--- src/rtl/note_track.sv ---
// Scrolling 4-lane note chart: pulls rows from the RNG each step, scores key presses on row 0.
// Outputs are registered; rnd_en is a decode of the step FSM gated by enable.
module note_track #(
  parameter int DEPTH       = 16,
  parameter int STEP_CYCLES = 12500000
) (
  input  logic                 clk,
  input  logic                 rst,
  input  logic                 enable,
  input  logic [3:0]           rnd,
  output logic                 rnd_en,
  input  logic [3:0]           keys,
  output logic [4*DEPTH-1:0]   track,
  output logic                 hit,
  output logic                 wrong,
  output logic                 miss,
  output logic [15:0]          score,
  output logic [7:0]           streak
);

  localparam int CW = $clog2(STEP_CYCLES);

  typedef enum logic [1:0] {S_WAIT, S_REQ, S_LOAD, S_SHIFT} state_t;

  state_t        state;
  logic [CW-1:0] cnt;
  logic [3:0]    prev;
  logic [3:0]    rnd_q;

  logic [3:0]    rise, hits, wrongs, row0_c, newrow;
  logic [2:0]    pop;
  logic [16:0]   score_sum;
  logic [8:0]    streak_sum;
  logic [15:0]   score_nxt;
  logic [7:0]    streak_nxt;

  always_comb begin
    rise       = keys & ~prev;
    hits       = enable ? (rise & track[3:0])  : 4'h0;
    wrongs     = enable ? (rise & ~track[3:0]) : 4'h0;
    row0_c     = track[3:0] & ~hits;
    newrow     = (rnd_q == 4'hF) ? 4'h6 : rnd_q;
    pop        = 3'(hits[0]) + 3'(hits[1]) + 3'(hits[2]) + 3'(hits[3]);
    score_sum  = 17'(score) + 17'(pop);
    streak_sum = 9'(streak) + 9'(pop);
    score_nxt  = score_sum[16]  ? 16'hFFFF : score_sum[15:0];
    streak_nxt = streak_sum[8]  ? 8'hFF    : streak_sum[7:0];
  end

  assign rnd_en = enable && (state == S_REQ || state == S_LOAD);

  always_ff @(posedge clk or posedge rst) begin
    if (rst) begin
      state  <= S_WAIT;
      cnt    <= '0;
      prev   <= 4'h0;
      rnd_q  <= 4'h0;
      track  <= '0;
      hit    <= 1'b0;
      wrong  <= 1'b0;
      miss   <= 1'b0;
      score  <= 16'h0;
      streak <= 8'h0;
    end else begin
      prev  <= keys;
      hit   <= 1'b0;
      wrong <= 1'b0;
      miss  <= 1'b0;
      if (enable) begin
        score       <= score_nxt;
        hit         <= |hits;
        wrong       <= |wrongs;
        track[3:0]  <= row0_c;
        // A wrong press or an unplayed note leaving row 0 both break the streak.
        if (|wrongs || (state == S_SHIFT && |row0_c))
          streak <= 8'h0;
        else if (|hits)
          streak <= streak_nxt;
        case (state)
          S_WAIT: begin
            if (cnt == CW'(STEP_CYCLES - 1)) begin
              cnt   <= '0;
              state <= S_REQ;
            end else begin
              cnt <= cnt + 1'b1;
            end
          end
          S_REQ:  state <= S_LOAD;
          S_LOAD: begin
            rnd_q <= rnd;
            state <= S_SHIFT;
          end
          S_SHIFT: begin
            track <= {newrow, track[4*DEPTH-1:4]};
            miss  <= |row0_c;
            state <= S_WAIT;
          end
          default: state <= S_WAIT;
        endcase
      end
    end
  end

endmodule

--- config.mk ---
export PLATFORM = sky130hd
export DESIGN_NAME = note_track
export DESIGN_NICKNAME = d
export VERILOG_FILES = /design/src/rtl/note_track.sv
export SDC_FILE = /design/constraint.sdc
export NUM_CORES = 1
export LEC_CHECK = 0
export CAP_MARGIN = 20
export CORE_MARGIN = 3
export CORE_UTILIZATION = 53
export CTS_CLUSTER_SIZE = 40
export DETAILED_ROUTE_END_ITERATION = 6
export PLACE_DENSITY = 0.8
export SYNTH_ARGS = -nofsm -noshare
export SYNTH_HDL_FRONTEND = slang
export SYNTH_SLANG_ARGS = --single-unit
--- constraint.sdc ---
create_clock -name clk -period 4.66 [get_ports clk]
set_input_delay 0.932 -clock clk [delete_from_list [all_inputs] [get_ports clk]]
set_output_delay 0.932 -clock clk [all_outputs]
set_load 0.1 [all_outputs]
==> impl_metrics.py <==
metrics = {
    "run_status": {
        "outcome": "completed",
    },
    "worst_setup_path": {
        "crit_slowest_cell": "clkdlybuf4s50_1",
        "path_max_fanout": 6,
        "r2r_end": "streak[4]",
        "reg2regPathDepth": 13,
        "crit_type": "primary input to flop",
        "cp.arrival_ns": 4.65,
        "crit_family": "adder cells",
        "cp_cell_sequence": "clkdlybuf4s50_1, nand3b_1, or2_2, inv_1, fa_1, ha_1, ha_1, inv_1, fa_1, or2_1, a221oi_2, nand4_1, a211oi_1, a221o_1",
        "worstPathRequired_ns": 5.11,
        "r2r_setup_slack_ns": 0.94,
        "timing.rr.start": "prev[1]",
        "cp_num_buf_inv": 3,
        "max_stage_delay_ns": 0.50,
        "critPathLaunchType": "primary input",
        "cp_num_cells": 14,
        "end_kind": "flop",
    },
    "logic_synthesis": {
        "syn_nets": 635,
        "synth_edf_count": 0,
        "yosysSeqAreaShare_pct": 53.8,
        "netlist_area_um2": 5820,
        "yosysUniqueCellTypes": 59,
        "syn_inst": 608,
        "synth_ff_type": "dfrtp_1",
        "avgSynthCellArea_um2": 9.57,
        "synth-seq-cells": 125,
        "yosys_warnings": 0,
        "async_reset_ff_share_pct": 100,
    },
    "final_layout": {
        "layout.nets": 743,
        "n_antenna_cell": 0,
        "fillers": 777,
        "final_common_cell": "nand2_1",
        "final_cell_mix": "221 x nand2_1, 125 x dfrtp_1, 101 x clkdlybuf4s50_1",
        "syn_to_final_growth_pct": 31.8,
        "drive_gt1_share_pct": 8.37,
    },
    "power_and_ir_drop": {
        "power_density_nw_per_um2": 628,
        "ir_drop_mv": 0.654,
        "total_leakage_power_nw": 3.71,
    },
    "clock_tree": {
        "clock_latency_ns": 0.51,
        "hold_buffers": 0,
        "postCtsSetupRepairBufs": 0,
        "clock_tree.root_cell": "clkbuf_8",
        "cts_tree": "built",
        "numCtsBuffers": 17,
        "clock_sinks": 125,
        "cts_resized": 0,
        "htree_levels": 4,
        "clockBufferDepth": 2,
        "clk_pin_slew_ns": 0.06,
    },
    "global_route": {
        "grt_antenna_before_repair": 0,
        "grt_usage_pct": 22.9,
        "globalRouteOverflowTotal": 0,
        "grt_pass1_wl_mm": 23.2,
        "grt_max_degree": 76,
        "grt_pass1_vias": 4831,
    },
    "sta": {
        "worstMarginPinSlew_ns": 1.03,
        "setup_viol": 0,
        "timing.final.ws_setup_ns": 0.456,
        "period_minus_slack_ns": 4.20,
        "maxSlewViolCount": 0,
        "worst_slew_margin_rel_pct": 31.3,
        "finalSetupTns_ns": 0,
        "period_share_pct": 90.2,
        "rsz0062_at_grt": "no",
        "finalHoldViolCount": 0,
        "skew_ns": 0.00583,
        "max_freq_ghz": 0.238,
    },
    "routing": {
        "drc_errors": 0,
        "vias": 4651,
        "wl_per_cell_um": 15.6,
        "ant_nets": 0,
        "via_per_inst": 5.38,
        "dr.pass1.iters": 5,
        "finalWirelength_mm": 13.5,
        "drtIter0Drc": 210,
    },
    "min_path": {
        "hold_depth": 2,
        "min_to": "track[7]",
        "hp-class": "flop to flop",
        "min-delay-start": "track[11]",
    },
    "die": {
        "coreArea_um2": 10500,
        "initial_core_util_pct": 55.4,
        "rows": 37,
        "die_area_um2": 12300,
        "die_w_um": 111,
        "die_h_um": 111,
        "boundaryPins": 103,
    },
    "flow_run": {
        "cap_violations": 0,
    },
    "placement": {
        "place.port_buffers": 102,
        "pre_cts_ws_ns": -0.0658,
        "hpwl_mm": 9.14,
        "gp_congestion": 0.917,
    },
}
Yosys cell counts, types with 3 or more instances:
library cell,instances,area (um^2)
a21o_1,3,22.5
a21oi_1,8,40.0
a221o_1,4,40.0
a22o_1,3,26.3
and2_1,6,37.5
and3_1,4,25.0
and4_1,5,43.8
buf_2,8,40.0
clkbuf_1,11,41.3
dfrtp_1,125,3130
fa_1,3,60.1
ha_1,13,163
inv_1,25,93.8
mux2_1,3,33.8
mux2_2,5,56.3
nand2_1,222,833
nand2b_1,4,25.0
nand3_1,14,70.1
nand3b_1,3,22.5
nand4_1,9,56.3
nor2_1,23,86.3
nor2b_1,3,18.8
nor3_1,7,35.0
nor3b_1,5,37.5
nor4_1,6,37.5
nor4_4,3,63.8
o21ai_0,14,70.1
or3_1,3,18.8
xnor2_1,17,149
xor2_1,10,87.6
cell families after synthesis:
family	Yosys count	synth area share (%)
flip-flops	125	53.8
buffers and inverters	46	3.27
AO/OA/AOI/OAI	50	6.21
AND/OR/NAND/NOR	334	27.0
adder cells (fa/ha/maj)	16	3.83
multiplexers	10	1.89
XOR/XNOR	27	4.06
where the power goes:
| group | switching, W | total (W) | internal [W] |
|---|---|---|---|
| logic | 0.00146 | 0.00186 | 0.000398 |
| clock network | 0.000471 | 0.00150 | 0.00103 |
| registers | 0.000175 | 0.00146 | 0.00128 |
through the flow:
step / hold slack, ns / power [W] / instance area, um^2 / utilization (%) / instances
after global placement: 0.477 / 0.00330 / 6990 / 66.5 / 833
after global routing: 0.529 / 0.00501 / 7670 / 73.0 / 865
after CTS: 0.501 / 0.00485 / 7670 / 73.0 / 865
final: 0.498 / 0.00482 / 7670 / 73.0 / 865
after detailed placement: 0.479 / 0.00333 / 6990 / 66.5 / 833
after floorplan: 0.465 / 0.00288 / 5820 / - / 608
sequential cells by signal, indices dropped and copies added (netlist names), 2 cells and up:
| register | flops |
|---|---|
| cnt | 24 |
| prev | 4 |
| rnd_q | 4 |
| score | 16 |
| state | 2 |
| streak | 8 |
| track | 64 |
worst min-delay path: stages, from the launching register on:
cell     delay, ns
dfrtp_1       0.36
nand2_1       0.06
nand2_1       0.05
worst max path at each step:
stage	slack [ns]	to	from
global placement	0.09	streak[4]	enable
CTS	0.48	streak[4]	enable
floorplan	0.40	cnt[0]	rst
global route	0.23	streak[4]	enable
detailed placement	-0.07	streak[4]	enable
finish	0.46	streak[4]	enable
layout make-up:
type	count	area, um^2	area share [%]
well taps	136	170	2.22
repair buffers	110	1090	14.2
clock inverters	10	208	2.71
flip-flops and latches	125	3130	40.8
inverters	25	96.3	1.26
clock buffers	22	473	6.17
multi-input cells	437	2500	32.7
routing by layer:
metal / global-route usage (%) / wire length (um)
met1: 29.2 / 5840
met2: 36.0 / 6340
met3: 7.86 / 1040
met4: 9.28 / 306
met5: 0 / 0
Power figures use the tool's default switching activity.
